==> src/rtl/spi_node_shifter_pkg.sv <==
// Shared types and SPI mode helpers for the node-side serial engine.
package spi_node_shifter_pkg;

  typedef enum logic {
    IDLE   = 1'b0,
    ACTIVE = 1'b1
  } node_state_e;

  // Leading edge is the first sclk transition away from the idle level.
  function automatic logic lead_edge(input logic cpol, input logic rise, input logic fall);
    return cpol ? fall : rise;
  endfunction

  // Trailing edge returns sclk to its idle level.
  function automatic logic trail_edge(input logic cpol, input logic rise, input logic fall);
    return cpol ? rise : fall;
  endfunction

  // CPHA=0 samples on the leading edge, CPHA=1 on the trailing edge.
  function automatic logic sample_edge(input logic cpha, input logic lead, input logic trail);
    return cpha ? trail : lead;
  endfunction

  // The drive edge is always the edge that does not sample.
  function automatic logic drive_edge(input logic cpha, input logic lead, input logic trail);
    return cpha ? lead : trail;
  endfunction

endpackage

==> src/rtl/spi_node_shifter_edge_sync.sv <==
// Multi-flop synchroniser for one asynchronous pin, followed by an
// edge-detect flop producing single-cycle rise/fall pulses.
module spi_edge_sync #(
  parameter int SYNC_STAGES = 2,
  parameter bit RESET_VAL   = 1'b0
) (
  input  logic clk,
  input  logic rst,
  input  logic d_i,
  output logic rise_o,
  output logic fall_o
);

  logic [SYNC_STAGES-1:0] sync_q;
  logic                   prev_q;

  // Shift the pin through the synchroniser chain and remember the last settled level.
  always_ff @(posedge clk or posedge rst) begin
    if (rst) begin
      // Reset to the pin's idle level so leaving reset never fakes an edge.
      sync_q <= {SYNC_STAGES{RESET_VAL}};
      prev_q <= RESET_VAL;
    end else begin
      sync_q <= {sync_q[SYNC_STAGES-2:0], d_i};
      prev_q <= sync_q[SYNC_STAGES-1];
    end
  end

  assign rise_o =  sync_q[SYNC_STAGES-1] & ~prev_q;
  assign fall_o = ~sync_q[SYNC_STAGES-1] &  prev_q;

endmodule

==> src/rtl/spi_node_shifter.sv <==
// SPI node-side serial engine: oversamples sclk/mosi/sel on clk, shifts
// MSB-first full duplex, one tx holding register, rx word as a 1-cycle pulse.
module spi_node_shifter
  import spi_node_shifter_pkg::*;
#(
  parameter int DATA_WIDTH  = 8,
  parameter bit CPOL        = 1'b0,
  parameter bit CPHA        = 1'b0,
  parameter int SYNC_STAGES = 2
) (
  input  logic                  clk,
  input  logic                  rst,
  input  logic                  sclk,
  input  logic                  mosi,
  input  logic                  sel,
  output logic                  miso,
  output logic                  miso_oe,
  input  logic [DATA_WIDTH-1:0] tx_data,
  input  logic                  tx_valid,
  output logic                  tx_ready,
  output logic [DATA_WIDTH-1:0] rx_data,
  output logic                  rx_valid,
  output logic                  tx_underrun,
  output logic                  frame_err,
  output logic                  busy
);

  localparam int CNT_W = $clog2(DATA_WIDTH);
  localparam logic [CNT_W-1:0] LAST_BIT = CNT_W'(DATA_WIDTH - 1);

  // Synchronised pin events
  logic sclk_rise, sclk_fall, sel_rise, sel_fall;
  logic [SYNC_STAGES-1:0] mosi_sync_q;
  logic mosi_s, lead, trail, sample_ev, drive_ev;

  spi_edge_sync #(.SYNC_STAGES(SYNC_STAGES), .RESET_VAL(CPOL)) u_sclk_sync (
    .clk(clk), .rst(rst), .d_i(sclk), .rise_o(sclk_rise), .fall_o(sclk_fall)
  );

  spi_edge_sync #(.SYNC_STAGES(SYNC_STAGES), .RESET_VAL(1'b0)) u_sel_sync (
    .clk(clk), .rst(rst), .d_i(sel), .rise_o(sel_rise), .fall_o(sel_fall)
  );

  // Same depth as the sclk chain so mosi is seen at the age it had on the sclk edge.
  always_ff @(posedge clk or posedge rst) begin
    if (rst) mosi_sync_q <= '0;
    else     mosi_sync_q <= {mosi_sync_q[SYNC_STAGES-2:0], mosi};
  end

  assign mosi_s    = mosi_sync_q[SYNC_STAGES-1];
  assign lead      = lead_edge(CPOL, sclk_rise, sclk_fall);
  assign trail     = trail_edge(CPOL, sclk_rise, sclk_fall);
  assign sample_ev = sample_edge(CPHA, lead, trail);
  assign drive_ev  = drive_edge(CPHA, lead, trail);

  // State
  node_state_e           state_q, state_d;
  logic [CNT_W-1:0]      bit_cnt_q, bit_cnt_d;
  logic [DATA_WIDTH-1:0] tx_buf_q, tx_buf_d;
  logic                  tx_buf_full_q, tx_buf_full_d;
  logic [DATA_WIDTH-1:0] tx_sr_q, tx_sr_d;
  logic [DATA_WIDTH-1:0] rx_sr_q, rx_sr_d;
  logic [DATA_WIDTH-1:0] rx_data_q, rx_data_d;
  logic                  rx_valid_q, rx_valid_d;
  logic                  underrun_q, underrun_d;
  logic                  frame_err_q, frame_err_d;
  logic                  skip_q, skip_d;      // CPHA=1: hold MSB over first drive edge
  logic                  restart_q, restart_d; // CPHA=0: next drive edge starts a frame
  logic                  frame_start;
  logic [DATA_WIDTH-1:0] rx_shift;

  assign rx_shift = {rx_sr_q[DATA_WIDTH-2:0], mosi_s};

  // Register all state; every flop takes its next value from the comb block below.
  always_ff @(posedge clk or posedge rst) begin
    if (rst) begin
      state_q       <= IDLE;
      bit_cnt_q     <= '0;
      tx_buf_q      <= '0;
      tx_buf_full_q <= 1'b0;
      tx_sr_q       <= '0;
      rx_sr_q       <= '0;
      rx_data_q     <= '0;
      rx_valid_q    <= 1'b0;
      underrun_q    <= 1'b0;
      frame_err_q   <= 1'b0;
      skip_q        <= 1'b0;
      restart_q     <= 1'b0;
    end else begin
      // NOTE: non-blocking assignments here so every flop samples pre-edge values.
      state_q       <= state_d;
      bit_cnt_q     <= bit_cnt_d;
      tx_buf_q      <= tx_buf_d;
      tx_buf_full_q <= tx_buf_full_d;
      tx_sr_q       <= tx_sr_d;
      rx_sr_q       <= rx_sr_d;
      rx_data_q     <= rx_data_d;
      rx_valid_q    <= rx_valid_d;
      underrun_q    <= underrun_d;
      frame_err_q   <= frame_err_d;
      skip_q        <= skip_d;
      restart_q     <= restart_d;
    end
  end

  // Next-state: FSM, shifting on sample/drive edges, frame start and tx buffer load.
  always_comb begin
    // NOTE: every variable gets a default first so no path can infer a latch.
    state_d       = state_q;
    bit_cnt_d     = bit_cnt_q;
    tx_buf_d      = tx_buf_q;
    tx_buf_full_d = tx_buf_full_q;
    tx_sr_d       = tx_sr_q;
    rx_sr_d       = rx_sr_q;
    rx_data_d     = rx_data_q;
    rx_valid_d    = 1'b0;
    underrun_d    = 1'b0;
    frame_err_d   = 1'b0;
    skip_d        = skip_q;
    restart_d     = restart_q;
    frame_start   = 1'b0;

    unique case (state_q)
      IDLE: begin
        // sclk edges are ignored here, including one coinciding with the sel rise.
        if (sel_rise) begin
          state_d     = ACTIVE;
          frame_start = 1'b1;
        end
      end
      ACTIVE: begin
        if (sel_fall) begin
          state_d     = IDLE;
          bit_cnt_d   = '0;
          frame_err_d = (bit_cnt_q != '0);
          skip_d      = 1'b0;
          restart_d   = 1'b0;
        end else begin
          if (sample_ev) begin
            rx_sr_d = rx_shift;
            if (bit_cnt_q == LAST_BIT) begin
              rx_data_d  = rx_shift;
              rx_valid_d = 1'b1;
              bit_cnt_d  = '0;
              if (CPHA) frame_start = 1'b1;
              else      restart_d   = 1'b1;
            end else begin
              bit_cnt_d = bit_cnt_q + 1'b1;
            end
          end
          if (drive_ev) begin
            if (restart_q) begin
              frame_start = 1'b1;
              restart_d   = 1'b0;
            end else if (skip_q) begin
              skip_d = 1'b0;
            end else begin
              tx_sr_d = {tx_sr_q[DATA_WIDTH-2:0], 1'b0};
            end
          end
        end
      end
      default: state_d = IDLE;
    endcase

    // A started frame consumes the buffer (or zeros when empty).
    if (frame_start) begin
      tx_sr_d       = tx_buf_full_q ? tx_buf_q : '0;
      underrun_d    = ~tx_buf_full_q;
      tx_buf_full_d = 1'b0;
      skip_d        = CPHA;
    end

    // Capture after the frame start so a same-cycle load is kept for the next frame.
    if (tx_valid && !tx_buf_full_q) begin
      tx_buf_d      = tx_data;
      tx_buf_full_d = 1'b1;
    end
  end

  assign miso_oe     = (state_q == ACTIVE);
  assign busy        = (state_q == ACTIVE);
  assign miso        = (state_q == ACTIVE) & tx_sr_q[DATA_WIDTH-1];
  assign tx_ready    = ~tx_buf_full_q;
  assign rx_data     = rx_data_q;
  assign rx_valid    = rx_valid_q;
  assign tx_underrun = underrun_q;
  assign frame_err   = frame_err_q;

endmodule

==> config.mk <==
export PLATFORM = sky130hd
export DESIGN_NAME = spi_node_shifter
export DESIGN_NICKNAME = d
export VERILOG_FILES = /design/src/rtl/spi_node_shifter_pkg.sv /design/src/rtl/spi_node_shifter_edge_sync.sv /design/src/rtl/spi_node_shifter.sv
export SDC_FILE = /design/constraint.sdc
export NUM_CORES = 1
export LEC_CHECK = 0
export BUFFER_PORTS_ARGS = -buffer_cell sky130_fd_sc_hd__clkbuf_2
export CORE_UTILIZATION = 55
export DETAILED_ROUTE_END_ITERATION = 8
export HOLD_SLACK_MARGIN = 0.08
export PLACE_DENSITY = 0.87
export SLEW_MARGIN = 10
export SYNTH_ARGS = -nofsm -noshare
export SYNTH_HDL_FRONTEND = slang
export SYNTH_SLANG_ARGS = --single-unit
export TNS_END_PERCENT = 10
==> constraint.sdc <==
create_clock -name clk -period 2.4 [get_ports clk]
set_input_delay 0.24 -clock clk [delete_from_list [all_inputs] [get_ports clk]]
set_output_delay 0.24 -clock clk [all_outputs]
set_load 0.01 [all_outputs]
==> impl_metrics.py <==
metrics = {
    "yosys": {
        "netlist-cell-type-count": 31,
        "synth_seq_cells": 48,
        "synth_flop_cell": "dfrtp_1",
        "synthDominantAreaCellType": "dfrtp_1",
        "post_synthesis_xor_xnor_area_fraction_pct": 0,
        "synth_common_cells": "dfrtp_1 (48), nand2_1 (32), mux2_1 (8), mux2_2 (8)",
        "synthTopCellsByArea": "dfrtp_1 (62%), nand2_1 (6.2%), mux2_1 (4.7%)",
        "synth_largest_type_area_fraction_pct": 62.1,
        "sequential_element_share_of_the_synthesized_area_pct": 62.1,
        "yosys.area_share.adder_pct": 1.94,
        "synth.net_count": 179,
        "synth-edff-count": 0,
        "post_synth_and_or_nand_nor_area_fraction_pct": 13.9,
        "largest_family_of_logic_cells_by_synthesized_area": "simple AND/OR/NAND/NOR gates",
        "synth.mux.area_fraction_pct": 9.31,
        "yosys_warnings": 0,
        "avgSynthCellArea_um2": 11.9,
        "synthCells": 162,
        "synth_compound_area_share_pct": 9.64,
        "mappedNetlistArea_um2": 1930,
        "async_flop_share_pct": 100,
        "yosysMostFrequentCell": "dfrtp_1",
    },
    "cells_and_area": {
        "design_area_um2": 2210,
        "antennaDiodeCount": 0,
        "sequential_cell_area_um2": 1200,
        "post_route_cells_drive_above_1_share_pct": 25.4,
        "final_core_utilization_pct": 65.6,
        "multi_input_comb_area_um2": 673,
        "fillCellCount": 272,
        "finish.cell_count_without_fillers": 243,
        "final_nets": 213,
        "areaGrowthSynthToFinish_pct": 14.1,
    },
    "drt": {
        "detail-route-antenna-nets": 0,
        "initialDrtViolationCount": 31,
        "num_vias": 1308,
        "wl_per_cell_um": 14.3,
        "firstDrtPassIters": 4,
        "route.final.wire_length_mm": 3.49,
        "route.detailed.vias_per_inst": 5.38,
        "remaining_routing_drc_violations": 0,
    },
    "power_and_ir_drop": {
        "portion_of_total_power_attributed_to_the_clock_network_pct": 20.5,
        "intPower_mw": 1.32,
        "power_per_cell_area_nw_per_um2": 856,
        "netSwitchingPower_uw": 573,
        "total_leakage_power_nw": 1.12,
        "ir_drop_uv": 589,
        "power.share.sequential_pct": 60.4,
        "share_comb_of_total_power_pct": 19.1,
        "power_switching_share_pct": 30.3,
    },
    "worst_setup_path": {
        "setup_cp_type": "reg -> reg",
        "required_ps": 2670,
        "timing.reg2reg.setup_slack_ps": 630,
        "worstRegToRegCells": 4,
        "crit_path_end": "tx_sr_q[6]",
        "end_kind": "register",
        "cp-start-kind": "register",
        "setup.worst_path.start": "busy",
        "reg2reg_to": "tx_sr_q[6]",
        "worst-endpoint-arrival_ps": 2040,
        "timing.critical_path.fanout_max": 16,
        "crit-reg2reg-launch": "busy",
    },
    "floorplan": {
        "num_rows": 21,
        "boundaryPins": 29,
        "floorplan.core_area_um2": 3360,
        "die_area_um2": 3760,
        "die_height_um": 61.3,
        "die_w_um": 61.3,
        "floorplan.initialDensity_pct": 57.5,
    },
    "clock_tree": {
        "cts-root-buf": "clkbuf_4",
        "worst_skew_late_latency_ps": 370,
        "cts.htree.levels": 2,
        "tritoncts_clock_tree": "done",
        "cts_num_sinks": 48,
        "cts-resized-gates": 0,
        "cts_made_buffers": 5,
        "clkSlewWorstSetupHoldPaths_ps": 130,
        "setup_fix_bufs_post_cts": 0,
        "cts.path.max_buffers": 2,
        "post_cts_hold_buffer_count": 3,
    },
    "timing": {
        "unrepaired_setup_endpoints_after_global_routing": "false",
        "slew_headroom_pct": 37.3,
        "achievable-frequency_mhz": 566,
        "tns_ps": 0,
        "final_period_minus_worst_setup_slack_ps": 1770,
        "final-max-slew-violation-count": 0,
        "setup_violations": 0,
        "final_hold_slack_ps": 45.8,
        "fin_skew_ps": 8.26,
        "finalHoldViolations": 0,
        "tightest_slew_ps": 939,
        "period_share_pct": 73.6,
    },
    "placed_design": {
        "place_congestion": 0.800,
        "io_buffers": 28,
        "post_place_cell_area_um2": 2100,
        "place_inst": 230,
        "hpwl_mm": 2.41,
    },
    "grt": {
        "grtUsageTotal_pct": 22.0,
        "pin_count_of_the_biggest_net_entering_global_routing": 49,
        "overflow": 0,
        "antenna_violations_before_repair": 0,
        "first_global_vias": 1219,
        "first_pass_grt_wire_length_mm": 5.66,
    },
    "run_status": {
        "run_status": "finished, final reports clean",
    },
    "flow_run": {
        "max_cap_violations": 0,
    },
    "worst_hold_path": {
        "hp-class": "in -> async",
    },
}
[state kept, by name, indices dropped and copies added, names as in the netlist, 2 cells and up]
register / cells
bit_cnt_q: 3
rx_data: 8
u_sel_sync.sync_q: 2
tx_sr_q: 8
tx_buf_q: 8
rx_sr_q: 7
u_sclk_sync.sync_q: 2
mosi_sync_q: 2
[layer usage]
layer	global-route usage, %	share of wire (%)
met1	29.2	45
met2	31.7	48
met3	8.19	4.8
met4	12.0	2.7
met5	0	0
[critical path, cell delays in order (launching register included)]
cell     delay, ps
dfrtp_1        660
nor3b_2        130
a31oi_2        600
nand2_1        170
o31ai_1        110
[worst min-delay path by stage]
stage	end	slack (ps)	cells past startpoint
after floorplan	mosi_sync_q[0]	270	0
after global placement	mosi_sync_q[1]	340	0
after detailed placement	u_sclk_sync.sync_q[1]	340	0
after CTS	rx_data[0]	90	2
after global routing	tx_buf_q[5]	90	2
final	tx_sr_q[3]	50	2
[area by class of cell]
type	instances	area share (%)
flip-flops and latches	48	54.4
multi-input cells	101	30.5
repair buffers	33	8.62
clock buffers	8	2.66
well taps	46	2.61
inverters	7	1.19
[metrics by stage]
stage          total power, mW  worst slack [ps]
2_1_floorplan             1.39               940
3_3_place_gp              1.46               777
3_5_place_dp              1.51               674
4_1_cts                   1.89               644
5_1_grt                   2.01               407
6_report                  1.89               633
[power by group through the flow]
stage,Combinational [mW],Sequential [mW],Clock [mW]
floorplan,0.306,1.09,0
global placement,0.328,1.13,0
detailed placement,0.357,1.15,0
CTS,0.363,1.14,0.394
global route,0.408,1.17,0.436
finish,0.361,1.14,0.388
[kinds of logic after synthesis]
logic type / Yosys count
fa+ha+maj: 3
simple gates: 56
mux: 16
buf+inv: 13
compound gates: 26
flops: 48
[layout by cell type, fill, tap and decap left out, types with 2 or more instances in the layout]
| cell type | instances |
|---|---|
| a21oi_1 | 7 |
| a22o_1 | 2 |
| and2_1 | 2 |
| clkbuf_1 | 2 |
| clkbuf_2 | 28 |
| clkbuf_4 | 5 |
| dfrtp_1 | 48 |
| dlygate4sd3_1 | 5 |
| ha_1 | 3 |
| inv_1 | 6 |
| mux2_1 | 8 |
| mux2_2 | 8 |
| nand2_1 | 32 |
| nand3_1 | 3 |
| nor2_1 | 7 |
| nor2b_1 | 5 |
| o21ai_0 | 3 |
| o31ai_1 | 7 |
Note: power is estimated with default switching activity, not from simulation.
